===== config.mk =====
export PLATFORM = sky130hd
export DESIGN_NAME = fifo_stream_reader
export DESIGN_NICKNAME = d
export VERILOG_FILES = /design/src/rtl/fifo_pkg.sv /design/src/rtl/stream_skid_buf.sv /design/src/rtl/fifo_stream_reader.sv
export SDC_FILE = /design/constraint.sdc
export NUM_CORES = 1
export LEC_CHECK = 0
export CORE_MARGIN = 2
export CORE_UTILIZATION = 47
export DETAILED_ROUTE_END_ITERATION = 10
export PLACE_DENSITY_LB_ADDON = 0.08
export SYNTH_ARGS = -nofsm -noshare
export SYNTH_HDL_FRONTEND = slang
export SYNTH_SLANG_ARGS = --single-unit

===== constraint.sdc =====
create_clock -name clk_i -period 2.5 [get_ports clk_i]
set_input_delay 0.75 -clock clk_i [delete_from_list [all_inputs] [get_ports clk_i]]
set_output_delay 0.75 -clock clk_i [all_outputs]
set_load 0.05 [all_outputs]

===== src/rtl/fifo_pkg.sv =====
`default_nettype none
// +----------------------------------------------------------------------+
// | fifo_pkg : shared types and constants for the FIFO stream reader     |
// | Revision : 1.0                                                       |
// +----------------------------------------------------------------------+
package fifo_pkg;

  localparam int c_idx_w = 8;

  typedef enum logic [1:0] {
    EMPTY = 2'd0,
    ONE   = 2'd1,
    TWO   = 2'd2
  } occ_e;

  function automatic logic [1:0] occ_count(input occ_e occ);
    return logic'(occ == ONE) ? 2'd1 : ((occ == TWO) ? 2'd2 : 2'd0);
  endfunction

endpackage
`default_nettype wire


===== src/rtl/stream_skid_buf.sv =====
`default_nettype none
// +----------------------------------------------------------------------+
// | stream_skid_buf : 2-entry in-order output buffer (head/tail)         |
// | Revision : 1.0                                                       |
// +----------------------------------------------------------------------+
module stream_skid_buf
  import fifo_pkg::*;
#(
  parameter int WIDTH = 4
) (
  input  logic             clk_i,
  input  logic             rst_i,
  input  logic             push_i,
  input  logic [WIDTH-1:0] push_data_i,
  input  logic             pop_i,
  output logic [WIDTH-1:0] data_o,
  output logic             valid_o,
  output occ_e             occ_o
);

  logic [WIDTH-1:0] r_head;
  logic [WIDTH-1:0] r_tail;
  occ_e             r_occ;
  logic             w_pop;

  assign w_pop = pop_i && (r_occ != EMPTY);

  always_ff @(posedge clk_i or posedge rst_i) begin
    if (rst_i) begin
      r_occ  <= EMPTY;
      r_head <= '0;
      r_tail <= '0;
    end else begin
      case (r_occ)
        EMPTY: begin
          if (push_i) begin
            r_head <= push_data_i;
            r_occ  <= ONE;
          end
        end
        ONE: begin
          if (push_i && w_pop) begin
            r_head <= push_data_i;
          end else if (push_i) begin
            r_tail <= push_data_i;
            r_occ  <= TWO;
          end else if (w_pop) begin
            r_occ <= EMPTY;
          end
        end
        TWO: begin
          // The reader never issues a read at TWO, so a push here only ever pairs with a pop.
          if (w_pop) begin
            r_head <= r_tail;
            if (push_i) r_tail <= push_data_i;
            else        r_occ  <= ONE;
          end
        end
        default: r_occ <= EMPTY;
      endcase
    end
  end

  assign data_o  = r_head;
  assign valid_o = (r_occ != EMPTY);
  assign occ_o   = r_occ;

endmodule
`default_nettype wire


===== src/rtl/fifo_stream_reader.sv =====
`default_nettype none
// +----------------------------------------------------------------------+
// | fifo_stream_reader : FIFO-to-stream bridge with packet SOP/EOP       |
// | Option: FIFO_STREAM_READER_STATS_EN adds pkt_cnt_o                   |
// | Revision : 1.0                                                       |
// +----------------------------------------------------------------------+
module fifo_stream_reader
  import fifo_pkg::*;
#(
  parameter int WIDTH   = 4,
  parameter int PKT_LEN = 4
) (
  input  logic             clk_i,
  input  logic             rst_i,
  input  logic             fifo_empty_i,
  input  logic [WIDTH-1:0] fifo_data_i,
  output logic             fifo_rd_req_o,
  output logic [WIDTH-1:0] src_data_o,
  output logic             src_valid_o,
  input  logic             src_ready_i,
  output logic             src_sop_o,
`ifdef FIFO_STREAM_READER_STATS_EN
  output logic [15:0]      pkt_cnt_o,
`endif
  output logic             src_eop_o
);

  localparam logic [c_idx_w-1:0] c_last_idx = c_idx_w'(PKT_LEN - 1);

  occ_e               w_occ;
  logic               w_pop;
  logic               w_rd_req;
  logic [2:0]         w_load;
  logic               r_inflight;
  logic               r_armed;
  logic [c_idx_w-1:0] r_idx;

  stream_skid_buf #(
    .WIDTH (WIDTH)
  ) u_buf (
    .clk_i       (clk_i),
    .rst_i       (rst_i),
    .push_i      (r_inflight),
    .push_data_i (fifo_data_i),
    .pop_i       (src_ready_i),
    .data_o      (src_data_o),
    .valid_o     (src_valid_o),
    .occ_o       (w_occ)
  );

  assign w_pop = src_valid_o && src_ready_i;

  // Crediting this cycle's pop keeps one word per cycle across the 2-cycle read latency.
  assign w_load   = 3'(occ_count(w_occ)) + 3'(r_inflight) - 3'(w_pop);
  assign w_rd_req = r_armed && !fifo_empty_i && (w_occ != TWO) && (w_load < 3'd2);

  assign fifo_rd_req_o = w_rd_req;
  assign src_sop_o     = src_valid_o && (r_idx == '0);
  assign src_eop_o     = src_valid_o && (r_idx == c_last_idx);

  always_ff @(posedge clk_i or posedge rst_i) begin
    if (rst_i) begin
      r_armed    <= 1'b0;
      r_inflight <= 1'b0;
      r_idx      <= '0;
    end else begin
      r_armed    <= 1'b1;
      r_inflight <= w_rd_req;
      if (w_pop) begin
        if (r_idx == c_last_idx) r_idx <= '0;
        else                     r_idx <= r_idx + 1'b1;
      end
    end
  end

`ifdef FIFO_STREAM_READER_STATS_EN
  logic [15:0] r_pkt_cnt;

  always_ff @(posedge clk_i or posedge rst_i) begin
    if (rst_i)                  r_pkt_cnt <= '0;
    else if (w_pop && src_eop_o) r_pkt_cnt <= r_pkt_cnt + 16'd1;
  end

  assign pkt_cnt_o = r_pkt_cnt;
`endif

endmodule
`default_nettype wire

# ---- After elaboration in Yosys (flattened, before gate mapping)
# Cells that the tools add are included.
dict set report word_totals {
  mem_count 0
  ramBits 0
  ff_bits 20
  latch_bits 0
  rom_bits 0
  input_bits 8
}
dict set report classes {
  div_mod_pow 0
  mul 0
  mux 18
  bitwise_logic 0
  n_addsub 3
  n_reduce_logical 16
  n_lt_le_gt_ge 1
  shifts 0
  n_eq_ne 10
}
# op n
set ops {}
lappend ops {{2-to-1 mux 4 bit} 6}
lappend ops {{2-to-1 mux 2 bit} 8}
lappend ops {{one-hot mux 4 bit (3 select lines)} 1}
lappend ops {{adder 8 x 1 -> 8 bit, second input constant} 1}
lappend ops {{equality test 8 x 2 -> 1 bit, second input constant} 1}
lappend ops {{logical NOT 8 bit} 1}
lappend ops {{2-to-1 mux 8 bit} 1}
lappend ops {{!= test 2 bit, second input constant} 4}
lappend ops {{one-hot mux 4 bit (2 select lines)} 1}
lappend ops {{logical AND 1 bit} 7}
lappend ops {{one-hot mux 2 bit (3 select lines)} 1}
lappend ops {{AND reduction 5 bit} 1}
lappend ops {{!= test 2 x 1 -> 1 bit, second input constant} 2}
lappend ops {{AND reduction 4 bit} 1}
lappend ops {{nonzero test 2 bit} 2}
lappend ops {{adder 2 x 1 -> 3 bit} 1}
lappend ops {{less-than comparator 3 x 2 -> 1 bit, second input constant} 1}
lappend ops {{!= test 3 x 2 -> 1 bit, second input constant} 1}
lappend ops {{AND reduction 3 bit} 1}
lappend ops {{nonzero test 3 bit} 1}
lappend ops {{subtractor 3 x 1 -> 3 bit} 1}
lappend ops {{equality test 2 x 1 -> 1 bit, second input constant} 1}
lappend ops {{equality test 2 bit, second input constant} 1}
lappend ops {{logical NOT 2 bit} 1}
lappend ops {{logical NOT 1 bit} 1}

# ---- Logic depth before layout (Yosys ltp)
dict set report depth {
  depth_word 7
  depth_mapped 7
  mapped_depth_nobuf 5
}

# ---- Hierarchy
# Synthesis repeated with hierarchy kept, for this count alone.
dict set report unflattened {
  cells_unflattened 90
  area_unflattened_um2 1104.8
}
# module cells_per_inst area_each_um2 n_inst
set by_module_without_submodules {}
lappend by_module_without_submodules {stream_skid_buf 39 560.5 1}
lappend by_module_without_submodules {fifo_stream_reader 51 544.3 1}

# ---- Worst setup path before layout
# No wires, ideal clock.
dict set report synth_path {
  path_kind {input port to output port}
  startpoint {in src_ready_i}
  endpoint {out fifo_rd_req_o}
  path_buffers 1
  slack_ns -0.718
  cell_stages 6
  arrival_ns 2.468
  cell_sequence {buf_2 nor3b_2 o21ai_0 fa_1 nand4bb_1 nor2_1}
}
dict set report synth_between {
  elab_chain_len 4
}
# item line_no
set synth_lines {}
lappend synth_lines {{start, declared} fifo_stream_reader.sv:20} ;# input logic src_ready_i,
lappend synth_lines {{logical AND 1 bit} fifo_stream_reader.sv:51} ;# assign w_pop = src_valid_o && src_ready_i;
lappend synth_lines {{subtractor 3 x 1 -> 3 bit} fifo_stream_reader.sv:54} ;# assign w_load = 3'(occ_count(w_occ)) + 3'(r_inflight) - 3'(w_pop);
lappend synth_lines {{less-than comparator 3 x 2 -> 1 bit} fifo_stream_reader.sv:55} ;# assign w_rd_req = r_armed && !fifo_empty_i && (w_occ != TWO) && (w_load < 3'd2);
lappend synth_lines {{logical AND 1 bit} fifo_stream_reader.sv:55}
lappend synth_lines {{end, declared} fifo_stream_reader.sv:17} ;# output logic fifo_rd_req_o,
# Every way passes these cells.

# ---- Final worst setup path
# Ends and elaborated chain as after synthesis.

==> reports/qor.txt <==
largest family of logic cells by synthesized area = multiplexers
Internal = 958.0 µW
Via density = 5.122
Distinct cells, synth = 40
Post-Synth Simple-Gate Area = 15.43%
Rel. slew slack = 66.85%
Combinational Power Share = 50.6%
routed len/inst = 13.31 µm
Post-Synth Adder-Cell Area = 4.054%
sum of negative setup slack = -0.3279 ns
failing checks = negative setup slack
Clock power frac = 17.5%
vias in the first global route = 715
gr ovfl total = 0
VDD IR max = 0.9069 mV
Die Y = 52.62 µm
CP max FO = 3
Post-Synthesis Cells = 92
Yosys Warn Count = 0
Starting Density = 49.75%
clk buf depth = 2
top cells by count, synth = dfrtp_1, mux2_4, inv_1, nor2_1
core area = 0.002233 mm²
Crit Path Category = input pin to primary output
Inst Count DP = 140
Hold Path Class = flop to flop
# diodes = 0
CTS H-tree lvls = 1
initial antenna violation count = 0
1st-iter DRT viols = 4
worst slew pin tran = 0.4957 ns
Worst-Skew Late Latency = 0.32 ns
final worst path period need = 2.828 ns
Final Setup Violations = 1
clock tree sinks = 20
Area Overhead vs Synth = 34.12%
design area = 0.001490 mm²
Seq/Total Area, Yosys = 45.05%
Die ar. = 0.002769 mm²
Final Hold Viols = 0
Remaining DRCs = 0
sequential power share = 31.8%
Post-Synth XOR/XNOR Area = 3.941%
dpl hpwl = 1447 µm
number of synthesized register bits = 20
TritonCTS Buffers = 3
Compound-Gate Fraction of Synth Area = 10.25%
Synth area leaders = dfrtp_1, mux2_4, mux2_2, xor2_1, ha_1
mux share of post-synthesis cell area = 15.77%
routed vias = 753
Critical Path End Type = primary output
Yosys top cell area share = 45.05%
clock root buffer master = clkbuf_4
ys flop type = dfrtp_1
global-route wire length before repair = 3312 µm
Psw = 581.1 µW
pin count of the biggest net entering global routing = 21
Post-synth EDFFs = 0
CP required = 1.75 ns
Cell Rows = 17
Post-Syn Nets = 103
I/O Buffers = 15
overall global routing resource usage = 16.55%
Chip Width = 52.62 µm
pins over their slew limit = 0
Final #Nets = 131
IO Pins = 16
Routed Antenna Nets = 0
CTS Hold Bufs = 0
clk_skew = 0.01517 ns
Setup WS post-layout = -0.3279 ns
RSZ-0062 raised after global routing = yes
filler-free cell count of the finished design = 147
outcome = complete, but fails checks
Pre-antenna DRT Iters = 4
post-synth top area cell = dfrtp_1
number of max-cap violations = 0
Pleak = 0.0007094 µW
post-synthesis async set-or-reset flop share = 100.0%
layout cells sized above 1 = 41.18%
Net Sw Frac = 37.75%
Netlist Area Pre-Place = 0.001111 mm²
fmax = 0.3536 GHz
Tcrit/Tclk final = 113.1%
Mapped Avg Cell Area = 12.08 µm²
CP Data Arrival Time = 2.08 ns
final wirelength = 1957 µm
cell with the most instances after synthesis = dfrtp_1
Pwr per Cell Area = 1033 mW/mm²
Placed Area = 0.001384 mm²
CTS clock-pin slew for the worst setup and hold paths = 0.13 ns
CTS tree = built
Placer Congestion = 0.7337
final hold slack = 0.5285 ns
startpoint types = input pin
==> cell usage in the layout (no fill, tap or decap), drive strengths merged, types with 2 or more instances in the layout <==
master / instances
dfrtp: 20
buf: 17
mux2: 12
clkdlybuf4s50: 10
inv: 6
nor2: 6
xor2: 4
o21ai: 4
nand4: 3
clkbuf: 3
nor3b: 3
nand3: 2
nor3: 2
ha: 2
nand2b: 2
nand2: 2
==> state kept, by name (all words and copies together), names as in the netlist <==
register	cells
r_idx	8
u_buf.data_o	4
u_buf.occ_o	2
u_buf.r_tail	4
r_inflight	1
r_armed	1
==> through the flow <==
| stage | util, % | worst slack (ns) | power [µW] |
|---|---|---|---|
| final | 66.72 | -0.3279 | 1539 |
| after global routing | 66.72 | -0.4257 | 1626 |
| after detailed placement | 61.96 | -0.7772 | 1248 |
| after global placement | 61.96 | -0.7408 | 1228 |
| after floorplan | - | -0.3674 | 1020 |
| after CTS | 65.38 | -0.3103 | 1533 |
==> layer usage <==
layer | GRT usage, % | share of wire [%]
met5 | 0 | 0
met4 | 5.128 | 0.92
met3 | 5.143 | 3.1
met2 | 26.46 | 50
met1 | 21.22 | 46
==> power by group through the flow <==
stage | combinational [µW] | sequential, µW | clock, µW
finish | 779 | 490 | 270
detailed placement | 749 | 499 | 0
floorplan | 429 | 590 | 0
global route | 831 | 501 | 293
CTS | 767 | 491 | 275
global placement | 737 | 491 | 0
==> critical path, cell delays in order <==
cell,delay [ns]
buf_8,0.10
nor3b_4,0.21
o21ai_2,0.07
fa_1,0.48
nand4bb_1,0.15
nor2_4,0.16
buf_12,0.14
==> repair_timing <==
item,CTS,global route
endpoints found under the setup margin,1,3
setup buffers,2,1
pin swaps,4,4
resized for setup,9,5
==> final timing paths <==
kind / endpoint / start / slack (ns) / depth (start not counted)
setup reg to reg: u_buf.r_tail[3] / u_buf.occ_o[1] / 0.76 / 5
max in group asynchronous: r_idx[4] / rst_i / 1.53 / 3
hold / removal: u_buf.r_tail[2] / u_buf.r_tail[2] / 0.53 / 1
min in group asynchronous: r_idx[6] / rst_i / 0.73 / 3
hold reg to reg: u_buf.r_tail[2] / u_buf.r_tail[2] / 0.53 / 1
setup / recovery: fifo_rd_req_o / src_ready_i / -0.33 / 7
==> logic make-up (layout without fill, tap and decap cells) <==
family	Yosys count	count (layout)
AO/OA/AOI/OAI	14	14
XOR/XNOR	5	5
adder cells (fa/ha/maj)	3	3
buffers and inverters	10	37
flip-flops	20	20
multiplexers	13	13
other	1	1
AND/OR/NAND/NOR	26	26
==> cell type report <==
cell class | instances | area, µm²
flip-flops and latches | 20 | 503.0
well taps | 28 | 35.03
fillers | 171 | 743.2
clock inverters | 1 | 30.03
inverters | 6 | 22.52
clock buffers | 3 | 22.52
repair buffers | 27 | 276.5
multi-input cells | 62 | 600.6
Power figures use the tool's default switching activity.
